### src/rtl/wb_uart_host_master_if.sv
// Bundles the command stream, response stream and Wishbone initiator signals
// of the UART host master.
//   master modport : the view of wb_uart_host_master (accepts commands,
//                    produces responses, drives the Wishbone cycle)
//   slave  modport : the view of the surroundings (host logic plus the
//                    UART register slave)
// Command  : cmd_valid/cmd_ready, cmd_we, cmd_addr[4:0], cmd_wdata[31:0], cmd_sel[3:0]
// Response : rsp_valid/rsp_ready, rsp_rdata[31:0], rsp_err
// Wishbone : wbm_adr_o[4:0], wbm_dat_o[31:0], wbm_sel_o[3:0], wbm_we_o,
//            wbm_cyc_o, wbm_stb_o, wbm_dat_i[31:0], wbm_ack_i
interface wb_uart_host_master_if;
  logic        cmd_valid;
  logic        cmd_ready;
  logic        cmd_we;
  logic [4:0]  cmd_addr;
  logic [31:0] cmd_wdata;
  logic [3:0]  cmd_sel;

  logic        rsp_valid;
  logic        rsp_ready;
  logic [31:0] rsp_rdata;
  logic        rsp_err;

  logic [4:0]  wbm_adr_o;
  logic [31:0] wbm_dat_o;
  logic [3:0]  wbm_sel_o;
  logic        wbm_we_o;
  logic        wbm_cyc_o;
  logic        wbm_stb_o;
  logic [31:0] wbm_dat_i;
  logic        wbm_ack_i;

  modport master (
    input  cmd_valid, cmd_we, cmd_addr, cmd_wdata, cmd_sel,
    output cmd_ready,
    output rsp_valid, rsp_rdata, rsp_err,
    input  rsp_ready,
    output wbm_adr_o, wbm_dat_o, wbm_sel_o, wbm_we_o, wbm_cyc_o, wbm_stb_o,
    input  wbm_dat_i, wbm_ack_i
  );

  modport slave (
    output cmd_valid, cmd_we, cmd_addr, cmd_wdata, cmd_sel,
    input  cmd_ready,
    input  rsp_valid, rsp_rdata, rsp_err,
    output rsp_ready,
    input  wbm_adr_o, wbm_dat_o, wbm_sel_o, wbm_we_o, wbm_cyc_o, wbm_stb_o,
    output wbm_dat_i, wbm_ack_i
  );
endinterface

### src/rtl/wb_uart_host_master.sv
// Wishbone B3 classic single-access master for the UART register slave.
// Each accepted command becomes exactly one read or write cycle; the result
// (read data or timeout error) is returned on the response stream.
// Ports:
//   wb_clk_i : clock, rising edge
//   wb_rst_i : asynchronous active-high reset
//   bus      : command, response and Wishbone signals (master modport)
// Parameters:
//   TIMEOUT  : stb cycles without ack before the cycle is aborted (2..255)
//   CNT_W    : timeout counter width, 2**CNT_W > TIMEOUT
module wb_uart_host_master #(
  parameter int TIMEOUT = 16,
  parameter int CNT_W   = 8
) (
  input  logic                      wb_clk_i,
  input  logic                      wb_rst_i,
  wb_uart_host_master_if.master     bus
);

  localparam logic [1:0] S_IDLE = 2'd0;
  localparam logic [1:0] S_BUS  = 2'd1;
  localparam logic [1:0] S_RESP = 2'd2;

  localparam logic [CNT_W-1:0] CNT_LAST = CNT_W'(TIMEOUT - 1);

  logic [1:0]       state;
  logic [CNT_W-1:0] cnt;

  // Held low during reset so the host cannot hand over a command that would
  // be lost when reset releases.
  assign bus.cmd_ready = (state == S_IDLE) && !wb_rst_i;

  always_ff @(posedge wb_clk_i or posedge wb_rst_i) begin
    if (wb_rst_i) begin
      state         <= S_IDLE;
      cnt           <= '0;
      bus.wbm_adr_o <= '0;
      bus.wbm_dat_o <= '0;
      bus.wbm_sel_o <= '0;
      bus.wbm_we_o  <= 1'b0;
      bus.wbm_cyc_o <= 1'b0;
      bus.wbm_stb_o <= 1'b0;
      bus.rsp_valid <= 1'b0;
      bus.rsp_rdata <= '0;
      bus.rsp_err   <= 1'b0;
    end else begin
      case (state)
        // Command accept: the bus cycle starts at the same edge.
        S_IDLE: begin
          if (bus.cmd_valid) begin
            bus.wbm_adr_o <= bus.cmd_addr;
            bus.wbm_dat_o <= bus.cmd_wdata;
            bus.wbm_sel_o <= bus.cmd_sel;
            bus.wbm_we_o  <= bus.cmd_we;
            bus.wbm_cyc_o <= 1'b1;
            bus.wbm_stb_o <= 1'b1;
            cnt           <= '0;
            state         <= S_BUS;
          end
        end
        // Bus cycle in flight: an ack on the last permitted cycle still
        // counts as success, so it is tested before the timeout.
        S_BUS: begin
          if (bus.wbm_ack_i) begin
            bus.wbm_cyc_o <= 1'b0;
            bus.wbm_stb_o <= 1'b0;
            bus.rsp_rdata <= bus.wbm_we_o ? 32'h0 : bus.wbm_dat_i;
            bus.rsp_err   <= 1'b0;
            bus.rsp_valid <= 1'b1;
            state         <= S_RESP;
          end else if (cnt == CNT_LAST) begin
            bus.wbm_cyc_o <= 1'b0;
            bus.wbm_stb_o <= 1'b0;
            bus.rsp_rdata <= 32'h0;
            bus.rsp_err   <= 1'b1;
            bus.rsp_valid <= 1'b1;
            state         <= S_RESP;
          end else begin
            cnt <= cnt + 1'b1;
          end
        end
        // Response held until the host takes it.
        S_RESP: begin
          if (bus.rsp_ready) begin
            bus.rsp_valid <= 1'b0;
            state         <= S_IDLE;
          end
        end
        default: begin
          state <= S_IDLE;
        end
      endcase
    end
  end

endmodule
### src/flat_wrapper.sv
// flat-port wrapper written by rule: the top's interface ports become plain ports
module wb_uart_host_master_flat 
#(
  parameter int TIMEOUT = 16,
  parameter int CNT_W   = 8
)
  (wb_clk_i, wb_rst_i, bus_cmd_valid, bus_cmd_we, bus_cmd_addr, bus_cmd_wdata, bus_cmd_sel, bus_cmd_ready, bus_rsp_valid, bus_rsp_rdata, bus_rsp_err, bus_rsp_ready, bus_wbm_adr_o, bus_wbm_dat_o, bus_wbm_sel_o, bus_wbm_we_o, bus_wbm_cyc_o, bus_wbm_stb_o, bus_wbm_dat_i, bus_wbm_ack_i);
  wb_uart_host_master_if bus_i ();
  input  logic wb_clk_i;
  input  logic wb_rst_i;
  input wire logic [$bits(bus_i.cmd_valid)-1:0] bus_cmd_valid;
  input wire logic [$bits(bus_i.cmd_we)-1:0] bus_cmd_we;
  input wire logic [$bits(bus_i.cmd_addr)-1:0] bus_cmd_addr;
  input wire logic [$bits(bus_i.cmd_wdata)-1:0] bus_cmd_wdata;
  input wire logic [$bits(bus_i.cmd_sel)-1:0] bus_cmd_sel;
  output wire logic [$bits(bus_i.cmd_ready)-1:0] bus_cmd_ready;
  output wire logic [$bits(bus_i.rsp_valid)-1:0] bus_rsp_valid;
  output wire logic [$bits(bus_i.rsp_rdata)-1:0] bus_rsp_rdata;
  output wire logic [$bits(bus_i.rsp_err)-1:0] bus_rsp_err;
  input wire logic [$bits(bus_i.rsp_ready)-1:0] bus_rsp_ready;
  output wire logic [$bits(bus_i.wbm_adr_o)-1:0] bus_wbm_adr_o;
  output wire logic [$bits(bus_i.wbm_dat_o)-1:0] bus_wbm_dat_o;
  output wire logic [$bits(bus_i.wbm_sel_o)-1:0] bus_wbm_sel_o;
  output wire logic [$bits(bus_i.wbm_we_o)-1:0] bus_wbm_we_o;
  output wire logic [$bits(bus_i.wbm_cyc_o)-1:0] bus_wbm_cyc_o;
  output wire logic [$bits(bus_i.wbm_stb_o)-1:0] bus_wbm_stb_o;
  input wire logic [$bits(bus_i.wbm_dat_i)-1:0] bus_wbm_dat_i;
  input wire logic [$bits(bus_i.wbm_ack_i)-1:0] bus_wbm_ack_i;
  assign bus_i.cmd_valid = bus_cmd_valid;
  assign bus_i.cmd_we = bus_cmd_we;
  assign bus_i.cmd_addr = bus_cmd_addr;
  assign bus_i.cmd_wdata = bus_cmd_wdata;
  assign bus_i.cmd_sel = bus_cmd_sel;
  assign bus_cmd_ready = bus_i.cmd_ready;
  assign bus_rsp_valid = bus_i.rsp_valid;
  assign bus_rsp_rdata = bus_i.rsp_rdata;
  assign bus_rsp_err = bus_i.rsp_err;
  assign bus_i.rsp_ready = bus_rsp_ready;
  assign bus_wbm_adr_o = bus_i.wbm_adr_o;
  assign bus_wbm_dat_o = bus_i.wbm_dat_o;
  assign bus_wbm_sel_o = bus_i.wbm_sel_o;
  assign bus_wbm_we_o = bus_i.wbm_we_o;
  assign bus_wbm_cyc_o = bus_i.wbm_cyc_o;
  assign bus_wbm_stb_o = bus_i.wbm_stb_o;
  assign bus_i.wbm_dat_i = bus_wbm_dat_i;
  assign bus_i.wbm_ack_i = bus_wbm_ack_i;
  wb_uart_host_master #(.TIMEOUT(TIMEOUT), .CNT_W(CNT_W)) u_core (.wb_clk_i(wb_clk_i), .wb_rst_i(wb_rst_i), .bus(bus_i));
endmodule
### config.mk
export PLATFORM = sky130hd
export DESIGN_NAME = wb_uart_host_master_flat
export DESIGN_NICKNAME = d
export VERILOG_FILES = /design/src/rtl/wb_uart_host_master_if.sv /design/src/rtl/wb_uart_host_master.sv /design/src/flat_wrapper.sv
export SDC_FILE = /design/constraint.sdc
export NUM_CORES = 1
export LEC_CHECK = 0
export CAP_MARGIN = 20
export CORE_MARGIN = 3
export CORE_UTILIZATION = 40
export CTS_CLUSTER_SIZE = 30
export DETAILED_ROUTE_END_ITERATION = 7
export DONT_BUFFER_PORTS = 1
export GPL_TIMING_DRIVEN = 0
export SLEW_MARGIN = 20
export SYNTH_ARGS = -nofsm -noshare
export SYNTH_HDL_FRONTEND = slang
export SYNTH_SLANG_ARGS = --single-unit
### constraint.sdc
create_clock -name wb_clk_i -period 3.8 [get_ports wb_clk_i]
set_input_delay 0.57 -clock wb_clk_i [delete_from_list [all_inputs] [get_ports wb_clk_i]]
set_output_delay 0.57 -clock wb_clk_i [all_outputs]
set_load 0.01 [all_outputs]
==> impl_metrics.tcl <==
set metrics [dict create \
    worst_pin_slew_ns 0.4842 \
    synth_fp_nets 314 \
    critical_path.most_common_cell "buf_2" \
    antenna_found_initial 0 \
    grt-ovfl-total 0 \
    layout_common_cells "87 x dfrtp_1, 37 x mux2_2, 33 x a22o_1" \
    fmax_mhz 548.5 \
    num_vias 1993 \
    endpoint_kind "flop" \
    fin_crit_ns 1.823 \
    grt_pass1_wl_um 10740 \
    layout-drive-gt1-share_pct 30.68 \
    numPortBuffers 0 \
    ir_drop_uv 296.5 \
    antenna-diode-count 0 \
    post_cts_resized 0 \
    synth_edf_count 0 \
    post-route-drc-count 0 \
    cts_buffer_depth 2 \
    placed_area_sq_um 3575 \
    synthesis.area_sq_um 3413 \
    detail_route.vias_per_cell 5.598 \
    synth_cell_types 37 \
    clkSinkCount 87 \
    use_met1_pct 17.81 \
    top_usage_layer "met2" \
    reg2reg_depth 4 \
    yosys.area.top_type_share_pct 63.78 \
    totalWireLength_um 6715 \
    row_count 33 \
    cts_buffers 9 \
    critPathArrivalTime_ns 2.05 \
    start_util_pct 41.33 \
    cpMaxStageDelayCell "nor3b_4" \
    tns_ns 0 \
    period_share_pct 47.97 \
    gp_congestion 0.7435 \
    ys.warnings.count 0 \
    gr-usage-met3_pct 6.071 \
    hold_path.class "primary input to asynchronous set/reset pin" \
    fp.dieH_um 98.38 \
    drtPass1Iterations 4 \
    powerDensity_nw_per_um2 876.3 \
    drv_cap 0 \
    rsz0062_at_grt "false" \
    yosysSeqAreaShare_pct 63.78 \
    finClkSkew_ns 0.009857 \
    start_kind "flop" \
    final_area_sq_um 3750 \
    critPathMaxStageDelay_ns 0.43 \
    required_ns 4.03 \
    dpl.hpwl_um 4789 \
    r2r-start "u_core.state[1]$_DFFE_PP0P_" \
    worstSkewPairLatency_ns 0.35 \
    layout.cells.most_common "dfrtp_1" \
    critPathKind "flop to flop" \
    relSlewSlack_pct 67.72 \
    postCtsSetupBuffers 0 \
    antenna_left 0 \
    cts_hold_buf 0 \
    ys_top_cells_by_area "dfrtp_1 64%, mux2_2 12%, a22o_1 8.5%" \
    synth-seq-cells 87 \
    pin_count 158 \
    slew_viol_final 0 \
    path_clk_slew_ns 0.09 \
    area_delta_synth_final_pct 9.861 \
    setup_violations 0 \
    die_w_um 98.38 \
    gr-usage-all-layers_pct 13.76 \
    avgSynthCellArea_sq_um 14.59 \
    path_buf_inv 2 \
    root_buffer "clkbuf_8" \
    fillCellCount 758 \
    syn_inst 234 \
    cts_tree "built" \
    design.final.nets 326 \
    yosys.area.top_type "dfrtp_1" \
    met2_usage_pct 20.33 \
    hold_viol 0 \
    critPathTopFamily "buffers and inverters" \
    status "complete, no violations" \
    die-area_sq_um 9678 \
    regToRegSetupSlack_ns 1.98 \
    drt_iter0_drc 74 \
    p_leak_nw 1.651 \
    worstPathCellList "buf_2 > nor3b_4 > buf_2 > mux2_2" \
    r2r-end "u_core.bus.wbm_sel_o[1]$_DFFE_PP0P_" \
    coreArea_sq_um 8258 \
    critPathMaxFanout 10 \
    synth_ff_type "dfrtp_1" \
    wire_per_inst_um 18.86 \
    first_global_vias 2147 \
    grt_max_degree 50 \
    h-tree-depth 3 \
    synthArstFlopShare_pct 100.0 \
]
==> metrics by stage <==
stage / utilization [%] / worst slack (ns) / total power [W] / hold WS, ns / std cells
floorplan: - / 0.9798 / 0.002526 / 0.4904 / 234
global placement: 42.92 / 0.04586 / 0.002724 / 0.5170 / 339
detailed placement: 43.29 / 1.909 / 0.002754 / 0.5153 / 340
CTS: 45.41 / 1.930 / 0.003344 / 0.1256 / 356
global route: 45.41 / 1.834 / 0.003505 / 0.1411 / 356
finish: 45.41 / 1.977 / 0.003286 / 0.1101 / 356
==> cells by family (layout without fill, tap and decap cells) <==
| group | count (synthesis) | in the layout | share of synthesized area [%] |
|---|---|---|---|
| muxes | 43 | 43 | 14.15 |
| and+or+nand+nor | 25 | 25 | 4.766 |
| adders and majority gates | 1 | 1 | 0.3665 |
| DFF | 87 | 87 | 63.78 |
| buffers and inverters | 20 | 37 | 3.665 |
| AOI/OAI and AO/OA | 58 | 58 | 13.27 |
==> worst max-delay path by stage <==
| stage | from | slack, ns | depth (start not counted) | endpoint |
|---|---|---|---|---|
| global placement | wb_rst_i | 0.05 | 1 | u_core.bus.wbm_adr_o[1]$_DFFE_PP0P_ |
| floorplan | wb_rst_i | 0.98 | 1 | u_core.bus.rsp_err$_DFFE_PP0P_ |
| CTS | u_core.state[1]$_DFFE_PP0P_ | 1.93 | 4 | u_core.bus.wbm_sel_o[1]$_DFFE_PP0P_ |
| finish | u_core.state[1]$_DFFE_PP0P_ | 1.98 | 4 | u_core.bus.wbm_sel_o[1]$_DFFE_PP0P_ |
| global route | u_core.state[0]$_DFFE_PP0P_ | 1.83 | 4 | u_core.bus.wbm_sel_o[1]$_DFFE_PP0P_ |
| detailed placement | bus_cmd_valid | 1.91 | 3 | u_core.bus.wbm_sel_o[0]$_DFFE_PP0P_ |
==> flip-flops by register name (all words and copies together) (netlist names), 2 cells and up <==
register,count
u_core.state,2
u_core.bus.wbm_dat_o,32
u_core.bus.wbm_adr_o,5
u_core.bus.rsp_rdata,32
u_core.cnt,8
u_core.bus.wbm_sel_o,4
==> layout make-up <==
type,count,area [sq um],area share (%)
clock buffers,11,141.4,3.770
flip-flops and latches,87,2177,58.06
clock inverters,5,33.78,0.9009
inverters,4,17.52,0.4671
plain buffers,16,110.1,2.936
repair buffers,1,27.53,0.7341
well taps,105,131.4,3.504
multi-input cells,127,1111,29.63
==> power breakdown <==
part / switching (W) / total [W] / internal, W / leakage [nW]
combinational: 0.000360 / 0.000843 / 0.000483 / 0.485
sequential: 0.000503 / 0.00187 / 0.00137 / 1.08
clock: 0.000318 / 0.000573 / 0.000255 / 0.0853
total: 0.00118 / 0.00329 / 0.00210 / 1.65
==> cell usage after synthesis, types with 2 or more instances <==
| cell | number |
|---|---|
| a21boi_0 | 2 |
| a21oi_1 | 5 |
| a22o_1 | 33 |
| a31oi_1 | 4 |
| buf_2 | 10 |
| buf_4 | 2 |
| buf_6 | 4 |
| dfrtp_1 | 87 |
| inv_1 | 4 |
| mux2_1 | 5 |
| mux2_2 | 37 |
| nand2_1 | 5 |
| nand2b_1 | 2 |
| nand3_1 | 3 |
| nand4_1 | 2 |
| nor2_1 | 3 |
| nor3_1 | 2 |
| o21ai_0 | 5 |
==> per-layer routing <==
metal	share of wire, %	wire length (um)
met4	1.5	99
met2	46	3074
met3	11	720
met1	42	2821
met5	0	0
(Power assumes the default switching activity.)
